**src/rtl/sram_arb_pkg.sv**
```systemverilog
// Shared types and constants for the two-port SRAM arbiter.
package sram_arb_pkg;

  typedef enum logic {ARB_INIT, ARB_RUN} arb_state_e;

  localparam int ARB_NUM_REQ    = 2;
  localparam int ARB_DATA_WIDTH = 64;
  localparam int BE_WIDTH       = ARB_DATA_WIDTH / 8;

endpackage

```
**src/rtl/rr_arbiter_2.sv**
```systemverilog
// Two-requester round-robin arbiter; the pointer only advances on contention.
module rr_arbiter_2 (
  input  logic       clk,
  input  logic       rst,
  input  logic       en,
  input  logic [1:0] req,
  output logic [1:0] gnt
);

  logic ptr;

  always_comb begin
    gnt = 2'b00;
    if (en) begin
      case (req)
        2'b01:   gnt = 2'b01;
        2'b10:   gnt = 2'b10;
        2'b11:   gnt = ptr ? 2'b10 : 2'b01;
        default: gnt = 2'b00;
      endcase
    end
  end

  // A lone requester is served without disturbing the fairness order.
  always_ff @(posedge clk) begin
    if (rst) begin
      ptr <= 1'b0;
    end else if (en && (req == 2'b11)) begin
      ptr <= ~ptr;
    end
  end

endmodule

```
**src/rtl/sram_port_arbiter.sv**
```systemverilog
// Shares one byte-enable single-port SRAM between two requesters, with a
// zero-fill sweep after reset or on request before normal arbitration.
module sram_port_arbiter
  import sram_arb_pkg::*;
#(
  parameter int                    NUM_WORDS     = 256,
  parameter int                    ADDR_WIDTH    = 8,
  parameter int                    DATA_WIDTH    = ARB_DATA_WIDTH,
  parameter logic [DATA_WIDTH-1:0] INIT_VALUE    = '0,
  parameter bit                    INIT_ON_RESET = 1'b1
) (
  input  logic                                     Clk_CI,
  input  logic                                     Rst_RI,
  input  logic                                     Init_SI,
  output logic                                     InitDone_SO,
  input  logic [ARB_NUM_REQ-1:0]                   Req_SI,
  output logic [ARB_NUM_REQ-1:0]                   Gnt_SO,
  input  logic [ARB_NUM_REQ-1:0]                   WrEn_SI,
  input  logic [ARB_NUM_REQ-1:0][DATA_WIDTH/8-1:0] BEn_SI,
  input  logic [ARB_NUM_REQ-1:0][ADDR_WIDTH-1:0]   Addr_DI,
  input  logic [ARB_NUM_REQ-1:0][DATA_WIDTH-1:0]   WrData_DI,
  output logic [ARB_NUM_REQ-1:0]                   RValid_SO,
  output logic [DATA_WIDTH-1:0]                    RdData_DO,
  output logic                                     Sram_CSel_SO,
  output logic                                     Sram_WrEn_SO,
  output logic [DATA_WIDTH/8-1:0]                  Sram_BEn_SO,
  output logic [ADDR_WIDTH-1:0]                    Sram_Addr_DO,
  output logic [DATA_WIDTH-1:0]                    Sram_WrData_DO,
  input  logic [DATA_WIDTH-1:0]                    Sram_RdData_DI
);

  arb_state_e                    state_q, state_d;
  logic [ADDR_WIDTH-1:0]         cnt_q, cnt_d;
  logic [ARB_NUM_REQ-1:0]        rvalid_q;
  logic [ARB_NUM_REQ-1:0]        gnt;
  logic                          sel;

  rr_arbiter_2 u_rr (
    .clk (Clk_CI),
    .rst (Rst_RI),
    .en  (state_q == ARB_RUN),
    .req (Req_SI),
    .gnt (gnt)
  );

  assign sel = gnt[1];

  always_ff @(posedge Clk_CI) begin
    if (Rst_RI) begin
      state_q  <= INIT_ON_RESET ? ARB_INIT : ARB_RUN;
      cnt_q    <= '0;
      rvalid_q <= '0;
    end else begin
      state_q  <= state_d;
      cnt_q    <= cnt_d;
      rvalid_q <= gnt & ~WrEn_SI;
    end
  end

  // Init_SI overrides whatever the current state would do next.
  always_comb begin
    state_d = state_q;
    cnt_d   = cnt_q;
    if (state_q == ARB_INIT) begin
      cnt_d = cnt_q + 1'b1;
      if (cnt_q == ADDR_WIDTH'(NUM_WORDS - 1)) begin
        state_d = ARB_RUN;
        cnt_d   = '0;
      end
    end
    if (Init_SI) begin
      state_d = ARB_INIT;
      cnt_d   = '0;
    end
  end

  // The wrapper's byte enables are active-low, the requesters' active-high.
  always_comb begin
    Sram_CSel_SO   = 1'b0;
    Sram_WrEn_SO   = 1'b0;
    Sram_BEn_SO    = '1;
    Sram_Addr_DO   = '0;
    Sram_WrData_DO = '0;
    if (state_q == ARB_INIT) begin
      Sram_CSel_SO   = 1'b1;
      Sram_WrEn_SO   = 1'b1;
      Sram_BEn_SO    = '0;
      Sram_Addr_DO   = cnt_q;
      Sram_WrData_DO = INIT_VALUE;
    end else if (|gnt) begin
      Sram_CSel_SO   = 1'b1;
      Sram_WrEn_SO   = WrEn_SI[sel];
      Sram_BEn_SO    = ~BEn_SI[sel];
      Sram_Addr_DO   = Addr_DI[sel];
      Sram_WrData_DO = WrData_DI[sel];
    end
  end

  assign Gnt_SO      = gnt;
  assign RValid_SO   = rvalid_q;
  assign RdData_DO   = Sram_RdData_DI;
  assign InitDone_SO = (state_q == ARB_RUN);

endmodule

```
**config.mk**
```make
export PLATFORM = sky130hd
export DESIGN_NAME = sram_port_arbiter
export DESIGN_NICKNAME = d
export VERILOG_FILES = /design/src/rtl/sram_arb_pkg.sv /design/src/rtl/rr_arbiter_2.sv /design/src/rtl/sram_port_arbiter.sv
export SDC_FILE = /design/constraint.sdc
export NUM_CORES = 1
export LEC_CHECK = 0
export ABC_AREA = 1
export CAP_MARGIN = 0
export CORE_AREA = 5 5 147 149
export CTS_CLUSTER_SIZE = 24
export DETAILED_ROUTE_END_ITERATION = 6
export DIE_AREA = 0 0 152 154
export MAX_ROUTING_LAYER = met4
export PLACE_DENSITY = 0.49
export SYNTH_ARGS = -nofsm -noshare
export SYNTH_HDL_FRONTEND = slang
export SYNTH_SLANG_ARGS = --single-unit
```
**constraint.sdc**
```tcl
create_clock -name Clk_CI -period 2.31 [get_ports Clk_CI]
set_input_delay 0.3465 -clock Clk_CI [delete_from_list [all_inputs] [get_ports Clk_CI]]
set_output_delay 0.3465 -clock Clk_CI [all_outputs]
set_load 0.01 [all_outputs]
```
==> metrics.md, run 1 <==
| Metric | Value |
|---|---|
| Post-synthesis compound-gate area fraction | 19.6% |
| Placed cell count | 903 |
| Critical Path End Type | primary output |
| Vias per std cell | 3.68 |
| Initial core utilization | 11.6% |
| FP Rows | 52 |
| Syn Area/Cell | 5.24 um2 |
| Final setup fails | 0 |
| Fin worst setup slack | 116 ps |
| Int Power | 0.723 mW |
| Logic gate share of total power | 34.9% |
| Final period utilization | 95.0% |
| Die Width | 152 um |
| Total nets after synthesis | 677 |
| DRC violations left | 0 |
| Port Buffers | 253 |
| First-pass GRT wire length | 20100 um |
| Hold buffer count at cts | 0 |
| Status | finished clean |
| Largest family of logic cells by synthesized area | simple AND/OR/NAND/NOR gates |
| Post-synthesis simple-gate area fraction | 38.0% |
| Worst IR Drop VDD | 191 uV |
| Max-Cap Viols | 0 |
| Final Power | 0.882 mW |
| P_sw | 0.159 mW |
| # clock sinks | 12 |
| Die height | 154 um |
| Hold Vio Cnt, Final | 0 |
| Post-layout util | 25.4% |
| CP Launch Type | register |
| Worst hold slack | 511 ps |
| Sequential fraction of the synthesis area | 10.3% |
| Skew-Pair Late Insertion Delay | 240 ps |
| Crit path max fanout | 13 |
| Met1 GRT Util | 11.7% |
| H-tree levels | 1 |
| Share of layout cells above drive strength 1 | 7.29% |
| Total gr overflow | 0 |
| Area growth syn-to-layout | 118% |
| CP required | 1960 ps |
| Final net count | 878 |
| Synth Instances | 445 |
| Placed cell areas | 4890 um2 |
| Mux cell area share after synthesis | 0% |
| Antenna diode count | 0 |
| Synth Area in Adders | 0.537% |
| Pins over their slew limit | 0 |
| Routed Antenna Nets | 0 |
| Largest net degree at the start of global routing | 40 |
| FMAX | 456 MHz |
| Dpl ws | -281 ps |
| Unrepaired setup endpoints after global routing | no |
| TritonCTS Buffers | 3 |
| Slew HR | 78.7% |
| Finished Cell Area | 5080 um2 |
| Period minus WS final | 2190 ps |
| Mapped Area | 2330 um2 |
| Most used routing layer | met2 |
| Fill cell count | 2308 |
| Worst endpoint data arrival time | 1850 ps |
| Via count | 3368 |
| Seq cells post-synth | 12 |
| GPL Wtd Cong | 0.828 |
| Routed len/inst | 16.2 um |
| Final setup TNS | 0 ps |
| Worst hold path type | register to register |
| Vias in the first global route | 3377 |
| PD cells | 174 nW/um2 |
| Actual slew at the worst max-slew pin | 319 ps |
| CP Class | register to primary output |
| LEAKAGE | 2.56 nW |
| Synth Area in XOR/XNOR | 0.751% |
| Met2 Use GR | 19.3% |
| Switching Fraction | 18.0% |
| Iteration-0 DRC Markers | 114 |
| Die ar. | 23400 um2 |
| DR pass1 iterations | 4 |
| YS warnings | 0 |
| Core area | 20000 um2 |
| I/O Pins | 382 |
| FF+latch area | 241 um2 |
| Final wirelength | 14800 um |
| Sequential share of power | 23.9% |
| Initial antenna violation count | 0 |
| Met3 Resource Use GR | 3.46% |
| CTS tree | done |
| Clock root buffer | clkbuf_16 |
| Clock power frac | 41.2% |
| Clk buf depth | 2 |
| Clock slew at reported path FFs | 50 ps |
| Unique masters post-synth | 22 |
| HPWL Detailed | 11700 um |
| Global Route Usage Sum | 11.1% |
| Area of the multi-input gates | 1410 um2 |
| Layout Cells excl Fill | 915 |
| Clock skew | 1.63 ps |
-- cell type report --
type	count	area share, %
Timing Repair Buffer	287	57.2
Inverter	25	1.90
Multi-Input combinational cell	317	27.7
Tap cell	270	6.65
Clock buffer	4	1.75
Sequential cell	12	4.75
-- logic make-up (layout without fill, tap and decap cells) --
logic type	Yosys count	in the layout
AOI/OAI and AO/OA	86	86
DFF	12	12
buffers and inverters	116	316
xor gates and xnor gates	2	2
and+or+nand+nor	228	228
adders and majority gates	1	1
-- state kept, by name, indices dropped and copies added (netlist names) --
name / cells
InitDone_SO: 1
cnt_q: 8
RValid_SO: 2
u_rr.ptr: 1
-- layer usage --
layer	up-vias	share of wire, %	wire (um)
met2	147	50	7380
li1	1741	-	-
met5	-	0	0
met3	64	7.3	1080
met1	1416	39	5760
met4	0	4.1	612
-- cell usage after synthesis --
library cell  instances  area [um2]
xor2_1                2        17.5
a21oi_1               3        15.0
nand2_1              59         221
inv_2                 1        3.75
buf_6                 1        11.3
o21bai_1              1        7.51
nor3_2                1        10.0
a21oi_2               1        8.76
nand3_1              11        55.1
nor2_1              152         571
o21ai_1               9        45.0
clkbuf_1              8        30.0
o21ai_0              64         320
inv_1                24        90.1
nor3_1                2        10.0
dfxtp_1              12         240
buf_4                69         518
ha_1                  1        12.5
nand2_2               2        12.5
nand4_1               1        6.26
buf_2                13        65.1
o211ai_1              8        60.1
-- worst max-delay path: stages, from the launching register on --
cell	delay, ps
dfxtp_1	310
inv_1	140
nand2_2	120
nand2_8	100
buf_12	140
buf_4	130
nor2_1	40
nor2_1	90
clkdlybuf4s50_1	530
-- power by group through the flow --
stage	Sequential, mW	Combinational (mW)	Clock [mW]
3_5_place_dp	0.215	0.307	0
5_1_grt	0.211	0.328	0.383
4_1_cts	0.211	0.309	0.374
3_3_place_gp	0.215	0.308	0
6_report	0.211	0.308	0.363
2_1_floorplan	0.215	0.132	0
-- worst paths after layout --
path	to	slack, ps	from	cells past startpoint
worst max-delay path	Sram_WrData_DO[1]	120	u_rr.ptr	8
worst min register to register	cnt_q[1]	510	cnt_q[1]	2
worst min-delay path	cnt_q[1]	510	cnt_q[1]	2
worst max register to register	cnt_q[7]	760	InitDone_SO	8
-- cell usage in the layout, fill, tap and decap left out --
cell type	instances
nand4_1	1
buf_6	2
dlymetal6s2s_1	5
nand2_4	2
dfxtp_1	11
nor2_1	152
nand2_2	1
o211ai_1	8
clkdlybuf4s50_1	171
nor3_2	1
inv_1	24
o21ai_0	64
inv_4	1
xor2_1	2
ha_1	1
clkbuf_16	8
a21oi_1	3
o21bai_1	1
clkbuf_8	1
buf_4	18
dlygate4sd2_1	76
buf_2	1
buf_12	9
a21oi_4	1
dfxtp_2	1
o21ai_1	9
nand2_1	57
nor3_1	2
nand3_1	11
nand2_8	1
-- what timing repair did --
action                     CTS  global route
gates cloned                 0             5
resized for setup           80            13
setup endpoints to repair   81            45
setup buffers                0             3
pin swaps                    1             3
Power figures use the tool's default switching activity.
==> inputs of run 2 (changes only) <==
- RECOVER_POWER: not set -> 100
- SKIP_CTS_REPAIR_TIMING: not set -> 1
==> run 2 against run 1 <==
Effect of this change:
- the run now ends with negative setup slack left
- largest cell class unchanged
- power barely moved
- cell area up 3.4%
- final cell count fell by 0.33%
- non-clock buffer count fell by 3
- via count shrank 0.30%
- hold slack improved by 1.6 ps
- routed wire length shrank 2.4%
==> metrics.md, run 2 (synthesis gave the netlist of run 1 again) <==
| Metric | Value |
|---|---|
| Total gr overflow | 0 (unchanged) |
| DRC violations left | 0 (unchanged) |
| Fill cell count | 2297 (-0.48%) |
| Area of the multi-input gates | 1400 um2 (-0.89%) |
| Largest register FFs | 8 (unchanged) |
| FF+latch area | 240 um2 (-0.52%) |
| Final setup fails | 2 (+2) |
| Actual slew at the worst max-slew pin | 308 ps (-10.7 ps) |
| Crit path max fanout | 19 (+6) |
| Clock root buffer | clkbuf_16 |
| Period minus WS final | 2480 ps (+291 ps) |
| Critical Path End Type | primary output |
| Hold_sp | cnt_q[1] |
| Status | finished, violations left |
| Initial antenna violation count | 0 (unchanged) |
| CP Class | primary input to primary output |
| Share of layout cells above drive strength 1 | 6.54% (-0.74 points) |
| GPL Wtd Cong | 0.828 (unchanged) |
| Unrepaired setup endpoints after global routing | yes |
| Area growth syn-to-layout | 125% |
| Antenna diode count | 0 (unchanged) |
| Final net count | 875 (-0.34%) |
| Routed len/inst | 15.9 um (-2.1%) |
| Vias in the first global route | 3372 (-0.15%) |
| Via count | 3358 (-0.30%) |
| Largest net degree at the start of global routing | 40 (unchanged) |
| Most common cell after layout, fill and taps aside | clkdlybuf4s50_1 |
| Die ar. | 23400 um2 (unchanged) |
| Die height | 154 um (unchanged) |
| Reg-to-Reg Start | InitDone_SO |
| Worst endpoint data arrival time | 2140 ps (+290 ps) |
| Hold Vio Cnt, Final | 0 (unchanged) |
| FMAX | 402 MHz (-12%) |
| FP Rows | 52 (unchanged) |
| CP required | 1960 ps (about the same) |
| Most frequent cells in the layout | clkdlybuf4s50_1 (172), nor2_1 (152), dlymetal6s2s_1 (80) |
| Pins over their slew limit | 0 (unchanged) |
| Clock skew | 1.68 ps (+0.0465 ps) |
| Routed Antenna Nets | 0 (unchanged) |
| Crit path launch | Req_SI[0] |
| CTS tree | done |
| Final wirelength | 14500 um (-2.4%) |
| Clk buf depth | 2 (unchanged) |
| Placed cell areas | 4890 um2 (unchanged) |
| LEAKAGE | 3.55 nW (+39%) |
| Vias per std cell | 3.68 (about the same) |
| Slew HR | 79.5% (+0.71 points) |
| Core area | 20000 um2 (unchanged) |
| Fin worst setup slack | -175 ps (-291 ps) |
| Dpl ws | -281 ps (unchanged) |
| Failing checks | negative setup slack |
| I/O Pins | 382 (unchanged) |
| Iteration-0 DRC Markers | 143 (+25%) |
| Worst hold path type | register to register |
| Register with the most flip-flops | cnt_q |
| Max-Cap Viols | 0 (unchanged) |
| TritonCTS Buffers | 3 (unchanged) |
| Clock slew at reported path FFs | 50 ps (about the same) |
| PD cells | 168 nW/um2 (-3.3%) |
| Final setup TNS | -339 ps (-339 ps) |
| Final period utilization | 108% (+13 points) |
| Worst IR Drop VDD | 193 uV (+1.0%) |
| First-pass GRT wire length | 20000 um (-0.51%) |
| Initial core utilization | 11.6% (unchanged) |
| # clock sinks | 12 (unchanged) |
| Global Route Usage Sum | 11.0% (-0.054 points) |
| CP Launch Type | primary input |
| DR pass1 iterations | 4 (unchanged) |
| Die Width | 152 um (unchanged) |
| Port Buffers | 253 (unchanged) |
| H-tree levels | 1 (unchanged) |
| Finished Cell Area | 5260 um2 (+3.4%) |
| HPWL Detailed | 11700 um (unchanged) |
| Skew-Pair Late Insertion Delay | 240 ps (about the same) |
==> run 2: changes by cell type in the layout (fill, tap and decap cells not counted), sizes merged <==
cell / before / now
clkbuf: 9 / 7
dlygate4sd2: 76 / 0
clkdlybuf4s50: 171 / 172
dlymetal6s2s: 5 / 80
buf: 30 / 29
==> run 2: final cells by class <==
cell class | instances | share of cell area, %
tap | 270 | 6.43
sequential | 12 | 4.57
timing repair buffer | 284 | 59.0
clock buffer | 4 | 1.69
inverter | 25 | 1.79
multi-input combinational | 317 | 26.6
==> run 2: routing by layer <==
metal	track usage, %	share of wire, %	up-vias
met1	11.5	38	1422
met3	3.29	7.2	62
met2	19.4	51	142
li1	-	-	1732
met5	-	0	-
met4	4.58	4.1	0
==> run 2: path summary, 6_finish.rpt <==
| kind | end | slack [ps] | cells after the start |
|---|---|---|---|
| setup / recovery | Sram_WrData_DO[17] | -170 | 8 |
| setup reg to reg | cnt_q[7] | 770 | 8 |
| hold reg to reg | cnt_q[1] | 510 | 2 |
| hold / removal | cnt_q[1] | 510 | 2 |
==> run 2: worst max-delay path, stage by stage <==
cell and delay, ps:
clkdlybuf4s50_1 440, buf_4 160, a21oi_4 160, buf_4 150, clkbuf_16 180, o21ai_1 70, nor2_1 90, clkdlybuf4s50_1 540
==> run 2: power by group <==
part	total [mW]	internal, mW	leakage (nW)	switching [mW]
logic	0.308	0.253	3.41	0.0555
clock network	0.363	0.262	0.0442	0.101
registers	0.211	0.209	0.0969	0.00204
==> run 2: stage by stage <==
stage	hold WS [ps]	power, mW	cells	utilization [%]
2_1_floorplan	416	0.346	445	-
3_3_place_gp	505	0.523	903	24.4
3_5_place_dp	510	0.522	903	24.4
4_1_cts	518	0.895	907	24.8
5_1_grt	555	0.923	912	26.2
6_report	513	0.883	912	26.2
==> inputs of run 3 (changes only) <==
- GPL_TIMING_DRIVEN: not set -> 0
==> run 3 against run 2 <==
Effect of this change:
- the flow still finishes with violations (negative setup slack)
- critical endpoint is now Sram_Addr_DO[6]
- sequential share of layout area decreased by 0.68 points
- flip-flop and latch count is the same
- hold slack worse by 3.6 ps
- clock-buffer cell count is the same
- highest routed layer unchanged
- clock skew decreased by 0.63 ps
- routed wire length grew 15%
- utilization grew 4.6 points
==> metrics.md, run 3 (synthesis gave the netlist of run 1 again) <==
| Metric | Value |
|---|---|
| Status | finished, violations left |
| Failing checks | negative setup slack |
| Iteration-0 DRC Markers | 133 (-7.0%) |
| Fin worst setup slack | -130 ps (+44.3 ps) |
| Unrepaired setup endpoints after global routing | yes |
| Die Width | 152 um (unchanged) |
| Worst hold slack | 509 ps (-3.60 ps) |
| Actual slew at the worst max-slew pin | 529 ps (+221 ps) |
| Critical Path End Type | primary output |
| Post-layout util | 30.9% (+4.6 points) |
| Total gr overflow | 0 (unchanged) |
| Final Power | 1.10 mW (+25%) |
| Clk buf depth | 2 (unchanged) |
| Final net count | 1003 (+15%) |
| Routed Antenna Nets | 0 (unchanged) |
| Vias in the first global route | 3817 (+13%) |
| Worst-path cell chain | nand2_4, inv_2, nand2_2, clkbuf_4, o21ai_0, nand2_1, nand2_1, clkdlybuf4s50_1 |
| Worst IR Drop VDD | 198 uV (+3.0%) |
| Die height | 154 um (unchanged) |
| Finished Cell Area | 6180 um2 (+18%) |
| Die ar. | 23400 um2 (unchanged) |
| Largest net degree at the start of global routing | 11 (-73%) |
| Crit path max fanout | 10 (-9) |
| Clock root buffer | clkbuf_16 |
| Port Buffers | 317 (+25%) |
| Initial antenna violation count | 1 (+1) |
| Pins over their slew limit | 0 (unchanged) |
| Core area | 20000 um2 (unchanged) |
| Final setup fails | 4 (+2) |
| FMAX | 410 MHz (+1.8%) |
| WP buf/inv | 3 (-2) |
| Area growth syn-to-layout | 165% |
| DR pass1 iterations | 4 (unchanged) |
| PD cells | 179 nW/um2 (+6.4%) |
| Fill cell count | 2235 (-2.7%) |
| Routed len/inst | 16.0 um (+0.59%) |
| DRC violations left | 0 (unchanged) |
| Final period utilization | 106% (-1.9 points) |
| CP Launch Type | register |
| Most common cell after layout, fill and taps aside | clkdlybuf4s50_1 |
| Max-Cap Viols | 0 (unchanged) |
| Most frequent cells in the layout | clkdlybuf4s50_1 (237), nor2_1 (151), buf_4 (69), dlymetal6s2s_1 (69), o21ai_0 (63) |
| LEAKAGE | 3.87 nW (+9.0%) |
| First-pass GRT wire length | 23600 um (+18%) |
| Largest register FFs | 8 (unchanged) |
| Final setup TNS | -431 ps (-91.8 ps) |
| Vias per std cell | 3.70 (+0.37%) |
| Clock slew at reported path FFs | 50 ps (about the same) |
| I/O Pins | 382 (unchanged) |
| CP required | 1960 ps (about the same) |
| FP Rows | 52 (unchanged) |
| Worst hold path type | register to register |
| Crit-path leading delay family | buffers and inverters |
| Critical path's slowest cell | clkdlybuf4s50_1 |
| Share of layout cells above drive strength 1 | 15.3% (+8.8 points) |
| GPL Wtd Cong | 0.813 (-1.8%) |
| Global Route Usage Sum | 12.9% (+1.9 points) |
| # clock sinks | 12 (unchanged) |
| Placed cell areas | 5840 um2 (+20%) |
| Final wirelength | 16600 um (+15%) |
| CTS tree | done |
| H-tree levels | 1 (unchanged) |
| Skew-Pair Late Insertion Delay | 240 ps (about the same) |
| Worst endpoint data arrival time | 2090 ps (-50 ps) |
| TritonCTS Buffers | 3 (unchanged) |
| Register with the most flip-flops | cnt_q |
| CP Class | register to primary output |
| Max incr delay on CP | 530 ps (about the same) |
| Via count | 3847 (+15%) |
| HPWL Detailed | 14100 um (+21%) |
| Period minus WS final | 2440 ps (-44.3 ps) |
| CP dominant cell by count | nand2_1 |
| Slew HR | 64.7% (-15 points) |
| Clock skew | 1.05 ps (-0.630 ps) |
| Initial core utilization | 11.6% (unchanged) |
| Hold Vio Cnt, Final | 0 (unchanged) |
-- run 3: cell types whose count changed in the layout (fill, tap and decap cells not counted), sizes merged --
cell / previous run / this run
nand2: 61 / 62
diode: 0 / 1
clkdlybuf4s50: 172 / 237
buf: 29 / 85
clkbuf: 7 / 24
dlymetal6s2s: 80 / 69
-- run 3: where the power goes --
part	internal, mW	leakage [nW]	switching [mW]	total (mW)
registers	0.209	0.0969	0.00206	0.211
logic	0.413	3.73	0.124	0.536
clock network	0.262	0.0442	0.0950	0.357
-- run 3: final timing paths --
check	start	cells after the start	end	slack (ps)
worst max-delay path	InitDone_SO	8	Sram_Addr_DO[6]	-130
worst min-delay path	cnt_q[1]	2	cnt_q[1]	510
worst max register to register	InitDone_SO	5	cnt_q[5]	990
worst min register to register	cnt_q[1]	2	cnt_q[1]	510
-- run 3: metrics by stage --
| stage | cells | setup WS [ps] |
|---|---|---|
| after floorplan | 445 | 740 |
| after global placement | 1032 | -691 |
| after detailed placement | 1032 | -707 |
| after CTS | 1036 | -729 |
| after global routing | 1041 | -243 |
| final | 1041 | -130 |
-- run 3: area by class of cell --
cell class,instances,area [um2],area share [%]
timing repair buffer,320,3330,53.9
multi-input combinational,318,1410,22.8
buffer,91,681,11.0
tap,270,338,5.46
sequential,12,240,3.89
inverter,25,93.8,1.52
clock buffer,4,88.8,1.44
antenna,1,2.50,0.0405
-- run 3: worst reg2reg max path: stages (launching register included) --
cell and delay [ps]:
dfxtp_1 390, inv_1 120, clkbuf_1 430, nand3_1 140
nand2_1 90, nor2_1 40
-- run 3: routing by layer --
layer  share of wire (%)  up-vias  GRT usage (%)
li1                    -     1989              -
met1                  40     1672           14.9
met2                  53      180           23.9
met3                 5.8        6           2.67
met4                0.55        0           1.37
met5                   0        -              -
